$ cat config.mk
export PLATFORM = sky130hd
export DESIGN_NAME = pipe_share_arbiter
export DESIGN_NICKNAME = d
export VERILOG_FILES = /design/src/rtl/pipe_share_pkg.sv /design/src/rtl/rr_arb2.sv /design/src/rtl/pipe_share_arbiter.sv
export SDC_FILE = /design/constraint.sdc
export NUM_CORES = 1
export LEC_CHECK = 0
export CORE_UTILIZATION = 30
export CTS_CLUSTER_SIZE = 30
export DETAILED_ROUTE_END_ITERATION = 6
export PLACE_DENSITY = 0.66
export SYNTH_ARGS = -nofsm -noshare
export SYNTH_HDL_FRONTEND = slang
export SYNTH_HIERARCHICAL = 1
export SYNTH_SLANG_ARGS = --single-unit
$ cat constraint.sdc
create_clock -name clk -period 1.7 [get_ports clk]
set_input_delay 0.255 -clock clk [delete_from_list [all_inputs] [get_ports clk]]
set_output_delay 0.255 -clock clk [all_outputs]
set_load 0.01 [all_outputs]
$ cat src/rtl/pipe_share_pkg.sv
// Shared types and constants for the two-requester pipeline share arbiter.
package pipe_share_pkg;

    localparam int DEF_DATA_W = 32;

    typedef logic src_t;

    localparam src_t SRC_1 = 1'b0;
    localparam src_t SRC_2 = 1'b1;

    typedef enum logic {
        OUT_EMPTY = 1'b0,
        OUT_FULL  = 1'b1
    } out_state_t;

endpackage

$ cat src/rtl/rr_arb2.sv
// Two-way round-robin arbiter: one-hot grant plus the pointer to use next.
module rr_arb2 (
    input  logic [1:0] req,
    input  logic       en,
    input  logic       ptr,
    input  logic       rot_en,
    output logic [1:0] gnt,
    output logic       ptr_nxt
);

    // ptr=0 favours req[0], ptr=1 favours req[1]
    always_comb begin
        gnt = 2'b00;
        if (en) begin
            if (req == 2'b11) gnt = ptr ? 2'b10 : 2'b01;
            else              gnt = req;
        end
        ptr_nxt = ptr;
        if (rot_en && gnt[0])      ptr_nxt = 1'b1;
        else if (rot_en && gnt[1]) ptr_nxt = 1'b0;
    end

endmodule

$ cat src/rtl/pipe_share_arbiter.sv
// Shares one stall-based output stage between two producers; serialises their flushes.
// Optional grant counters are built when PIPE_SHARE_ARB_STATS_EN is defined.
module pipe_share_arbiter
    import pipe_share_pkg::*;
#(
    parameter int DATA_W  = DEF_DATA_W,
    parameter bit RR_INIT = 1'b0,
    parameter int STATS_W = 16
) (
    input  logic              clk,
    input  logic              reset,
    input  logic              in_valid_1,
    input  logic [DATA_W-1:0] in_data_1,
    input  logic              in_flush_1,
    input  logic              in_valid_2,
    input  logic [DATA_W-1:0] in_data_2,
    input  logic              in_flush_2,
    output logic              out_stall_1,
    output logic              out_stall_2,
    output logic              pipe_valid,
    output logic [DATA_W-1:0] pipe_data,
    output src_t              pipe_src,
    output logic              pipe_flush,
    output src_t              pipe_flush_src,
    input  logic              pipe_stall
`ifdef PIPE_SHARE_ARB_STATS_EN
   ,input  logic               stats_clr,
    output logic [STATS_W-1:0] grant_cnt_1,
    output logic [STATS_W-1:0] grant_cnt_2
`endif
);

    if (STATS_W < 1) begin : g_stats_w_chk
        $error("pipe_share_arbiter: STATS_W must be at least 1");
    end

    out_state_t state, state_nxt;
    logic       can_load;
    logic [1:0] gnt;
    logic       rr_ptr, rr_ptr_nxt;
    logic [1:0] flush_pend, flush_pend_nxt, flush_req, flush_cand, flush_iss;

    assign can_load = (state == OUT_EMPTY) || !pipe_stall;

    rr_arb2 u_rr (
        .req     ({in_valid_2, in_valid_1}),
        .en      (can_load),
        .ptr     (rr_ptr),
        .rot_en  (can_load),
        .gnt     (gnt),
        .ptr_nxt (rr_ptr_nxt)
    );

    assign out_stall_1 = in_valid_1 && !gnt[0];
    assign out_stall_2 = in_valid_2 && !gnt[1];

    // Output stage FSM
    always_ff @(posedge clk or negedge reset) begin
        if (!reset) state <= OUT_EMPTY;
        else        state <= state_nxt;
    end

    always_comb begin
        state_nxt = state;
        if (can_load) state_nxt = (gnt != 2'b00) ? OUT_FULL : OUT_EMPTY;
    end

    always_comb begin
        pipe_valid = (state == OUT_FULL);
    end

    always_ff @(posedge clk or negedge reset) begin
        if (!reset) begin
            pipe_data <= '0;
            pipe_src  <= SRC_1;
            rr_ptr    <= RR_INIT;
        end else begin
            rr_ptr <= rr_ptr_nxt;
            if (can_load && gnt != 2'b00) begin
                pipe_data <= gnt[1] ? in_data_2 : in_data_1;
                pipe_src  <= gnt[1] ? SRC_2 : SRC_1;
            end
        end
    end

    // Fresh flush requests are eligible in the cycle they arrive, so a lone
    // flush reaches pipe_flush one cycle later, like a data beat.
    assign flush_req  = {in_flush_2, in_flush_1};
    assign flush_cand = flush_pend | flush_req;
    assign flush_iss  = {flush_cand[1] & ~flush_cand[0], flush_cand[0]};

    // A new request that collides with the issue of an older one stays pending
    assign flush_pend_nxt = (flush_cand & ~flush_iss) | (flush_req & flush_pend & flush_iss);

    always_ff @(posedge clk or negedge reset) begin
        if (!reset) begin
            flush_pend     <= 2'b00;
            pipe_flush     <= 1'b0;
            pipe_flush_src <= SRC_1;
        end else begin
            flush_pend     <= flush_pend_nxt;
            pipe_flush     <= |flush_cand;
            pipe_flush_src <= flush_iss[1] ? SRC_2 : SRC_1;
        end
    end

`ifdef PIPE_SHARE_ARB_STATS_EN
    always_ff @(posedge clk or negedge reset) begin
        if (!reset) begin
            grant_cnt_1 <= '0;
            grant_cnt_2 <= '0;
        end else if (stats_clr) begin
            grant_cnt_1 <= '0;
            grant_cnt_2 <= '0;
        end else begin
            if (gnt[0] && grant_cnt_1 != '1) grant_cnt_1 <= grant_cnt_1 + STATS_W'(1);
            if (gnt[1] && grant_cnt_2 != '1) grant_cnt_2 <= grant_cnt_2 + STATS_W'(1);
        end
    end
`endif

endmodule

==> results.json <==
{
  "die_x_um": 86.70,
  "hp-class": "reg2reg",
  "syn_avg_cell_area_um2": 16.30,
  "finalInstanceArea_um2": 3610,
  "nNetsFinal": 326,
  "maxSlewHeadroom_pct": 64.75,
  "hold_depth": 1,
  "p_clk_share_pct": 17.7,
  "critPathKind": "in2reg",
  "hold_viol": 0,
  "grt_pass1_vias": 1598,
  "cts_tree": "done",
  "tightestPinTransition_ns": 0.5288,
  "track_usage_pct": 13.43,
  "antenna_cells": 0,
  "io_buffer_count": 108,
  "place_congestion": 0.6828,
  "maxSlewViolCount": 0,
  "rows": 30,
  "dr.pass1.iters": 4,
  "clkTransAtPathRegs_ns": 0.08,
  "final_common_cell": "clkdlybuf4s50_1",
  "clockBufferDepth": 2,
  "ys_seq_area_share_pct": 45.35,
  "final_cell_mix": "clkdlybuf4s50_1 (103), mux2_4 (63), dfrtp_1 (38), buf_4 (8)",
  "wl_met2_um": 2361,
  "via_per_inst": 4.273,
  "power_switching_share_pct": 27.68,
  "rrSetupSlack_ns": -0.02,
  "reg2reg_depth": 7,
  "peakVddDrop_uv": 752.2,
  "area_growth_pct": 67.73,
  "dr_wl_met3_um": 348,
  "setup_slack_ns": -0.02716,
  "grt_max_degree": 22,
  "cts_buffers": 5,
  "p_leak_nw": 1.594,
  "drc": 0,
  "fin_crit_sh_pct": 101.6,
  "p_switching_mw": 1.425,
  "drive_above_1_share_pct": 36.72,
  "cp.arrival_ns": 1.89,
  "r2r-start": "pipe_valid",
  "intPower_mw": 3.725,
  "status": "complete, but fails checks",
  "skew_ns": 0.006510,
  "power.density_nw_per_um2": 1427,
  "syn_inst": 132,
  "fin_crit_ns": 1.727,
  "dp_slack_ns": -0.3706,
  "root_buffer": "clkbuf_8",
  "drt_iter0_drc": 43,
  "clock_latency_ns": 0.28,
  "wl_per_cell_um": 13.77,
  "violations": "setup timing",
  "start_kind": "input port",
  "synth_cell_types": 17,
  "r2r-end": "pipe_data[17]",
  "pin_count": 109,
  "cts_sinks": 39,
  "dp.cells": 341,
  "htreeDepth": 2,
  "dp_hpwl_um": 3515,
  "timing.fmax_mhz": 579.0,
  "worstHoldStart": "flush_pend[0]",
  "final_util_pct": 52.55,
  "place_area_um2": 3422,
  "whs_endpoint": "pipe_flush_src",
  "maxCapViolations": 0,
  "grt-ovfl-total": 0,
  "ant_nets": 0,
  "grt_pass1_wl_um": 7762,
  "initial_core_util_pct": 31.33,
  "cp.required_ns": 1.86,
  "die-area_um2": 7516,
  "met1_length_um": 2076,
  "endpoint_kind": "flop",
  "crit_fanout": 17,
  "grt_setup_unrepaired": "true",
  "core-area_um2": 6869,
  "via_count": 1504,
  "instances_no_fill": 352,
  "die_y_um": 86.70,
  "wl_um": 4847,
  "synth_warnings": 6,
  "top_layer": "met4",
  "setup_viol": 31,
  "syn_nets": 203,
  "antenna_found_initial": 0,
  "pwr-share-seq_pct": 31.3,
  "synth_area_um2": 2152,
  "ys_ff_latch": 39,
  "pwr-share-comb_pct": 51.0
}
-- layout make-up --
cell class / instances / area (um2)
Fill cell: 610 / 3259
Timing Repair Buffer: 123 / 1249
Multi-Input combinational cell: 85 / 1127
Sequential cell: 39 / 977.2
Tap cell: 96 / 120.1
Clock buffer: 6 / 72.57
Clock inverter: 2 / 60.06
Inverter: 1 / 3.754
-- per-layer routing --
layer,vias to the layer above,track usage [%]
met5,-,0
met4,0,4.242
met3,7,4.095
met2,66,22.58
met1,713,16.47
li1,718,-
-- synthesized netlist by cell type --
master / number / area, um2
a21bo_2: 1 / 10.01
a21oi_1: 3 / 15.01
a22o_1: 1 / 8.760
a2bb2oi_4: 1 / 26.28
a31oi_1: 1 / 6.260
a41oi_1: 1 / 8.760
and2_1: 1 / 6.260
buf_12: 3 / 60.06
buf_6: 4 / 45.04
dfrtp_1: 39 / 975.9
inv_1: 1 / 3.750
mux2_2: 7 / 78.83
mux2_4: 57 / 855.8
nand2_1: 6 / 22.52
nor2_1: 3 / 11.26
nor2b_1: 2 / 12.51
nor3_1: 1 / 5.000
-- state kept, by name, summed over array words and instances, names as in the netlist --
register,flops
flush_pend,2
pipe_data,32
pipe_flush,1
pipe_flush_src,1
pipe_src,1
pipe_valid,1
rr_ptr,1
-- cell families (layout without fill, tap and decap cells) --
family                 after synthesis  count (layout)  share of synthesized area, %
buffers and inverters                8             132                         5.058
multiplexers                        64              64                         43.43
AND/OR/NAND/NOR                     13              13                         2.674
AO/OA/AOI/OAI                        8               8                         3.489
flip-flops                          39              39                         45.35
-- power groups by stage --
stage,sequential [mW],combinational [mW],clock [mW]
detailed placement,1.61,2.61,0
CTS,1.62,2.65,0.943
global placement,1.62,2.58,0
global route,1.67,2.79,0.984
floorplan,1.80,1.19,0
finish,1.61,2.63,0.910
-- worst max-delay path, cell delays in order --
cell and delay (ns):
clkdlybuf4s50_1 0.54, nand2_4 0.07, a21oi_4 0.13, buf_6 0.15
buf_12 0.17, mux2_4 0.31, mux2_4 0.26
-- repair_timing --
action / in CTS / in global routing
hold endpoints to repair: 20 / 0
gates resized for setup: 11 / 4
pin swaps: 1 / 0
setup buffers: 2 / 0
hold buffers: 1 / 0
endpoints found under the setup margin: 34 / 33
-- stage by stage --
step | power (mW) | setup TNS (ns) | hold slack (ns)
after floorplan | 2.989 | -1.154 | -0.04059
after global placement | 4.196 | -10.52 | 0.2546
after CTS | 5.210 | -0.1700 | 0.4567
after global routing | 5.438 | -1.685 | 0.4796
after detailed placement | 4.219 | -11.43 | 0.2612
final | 5.150 | -0.3850 | 0.4572
-- worst max-delay path by stage --
stage	start	endpoint	cells past startpoint
2_1_floorplan	pipe_valid	pipe_data[0]	7
3_3_place_gp	pipe_stall	pipe_data[15]	7
3_5_place_dp	pipe_stall	pipe_data[15]	7
4_1_cts	pipe_valid	pipe_data[31]	7
5_1_grt	pipe_valid	pipe_data[17]	7
6_report	in_valid_2	pipe_data[17]	7
(Power assumes the default switching activity.)
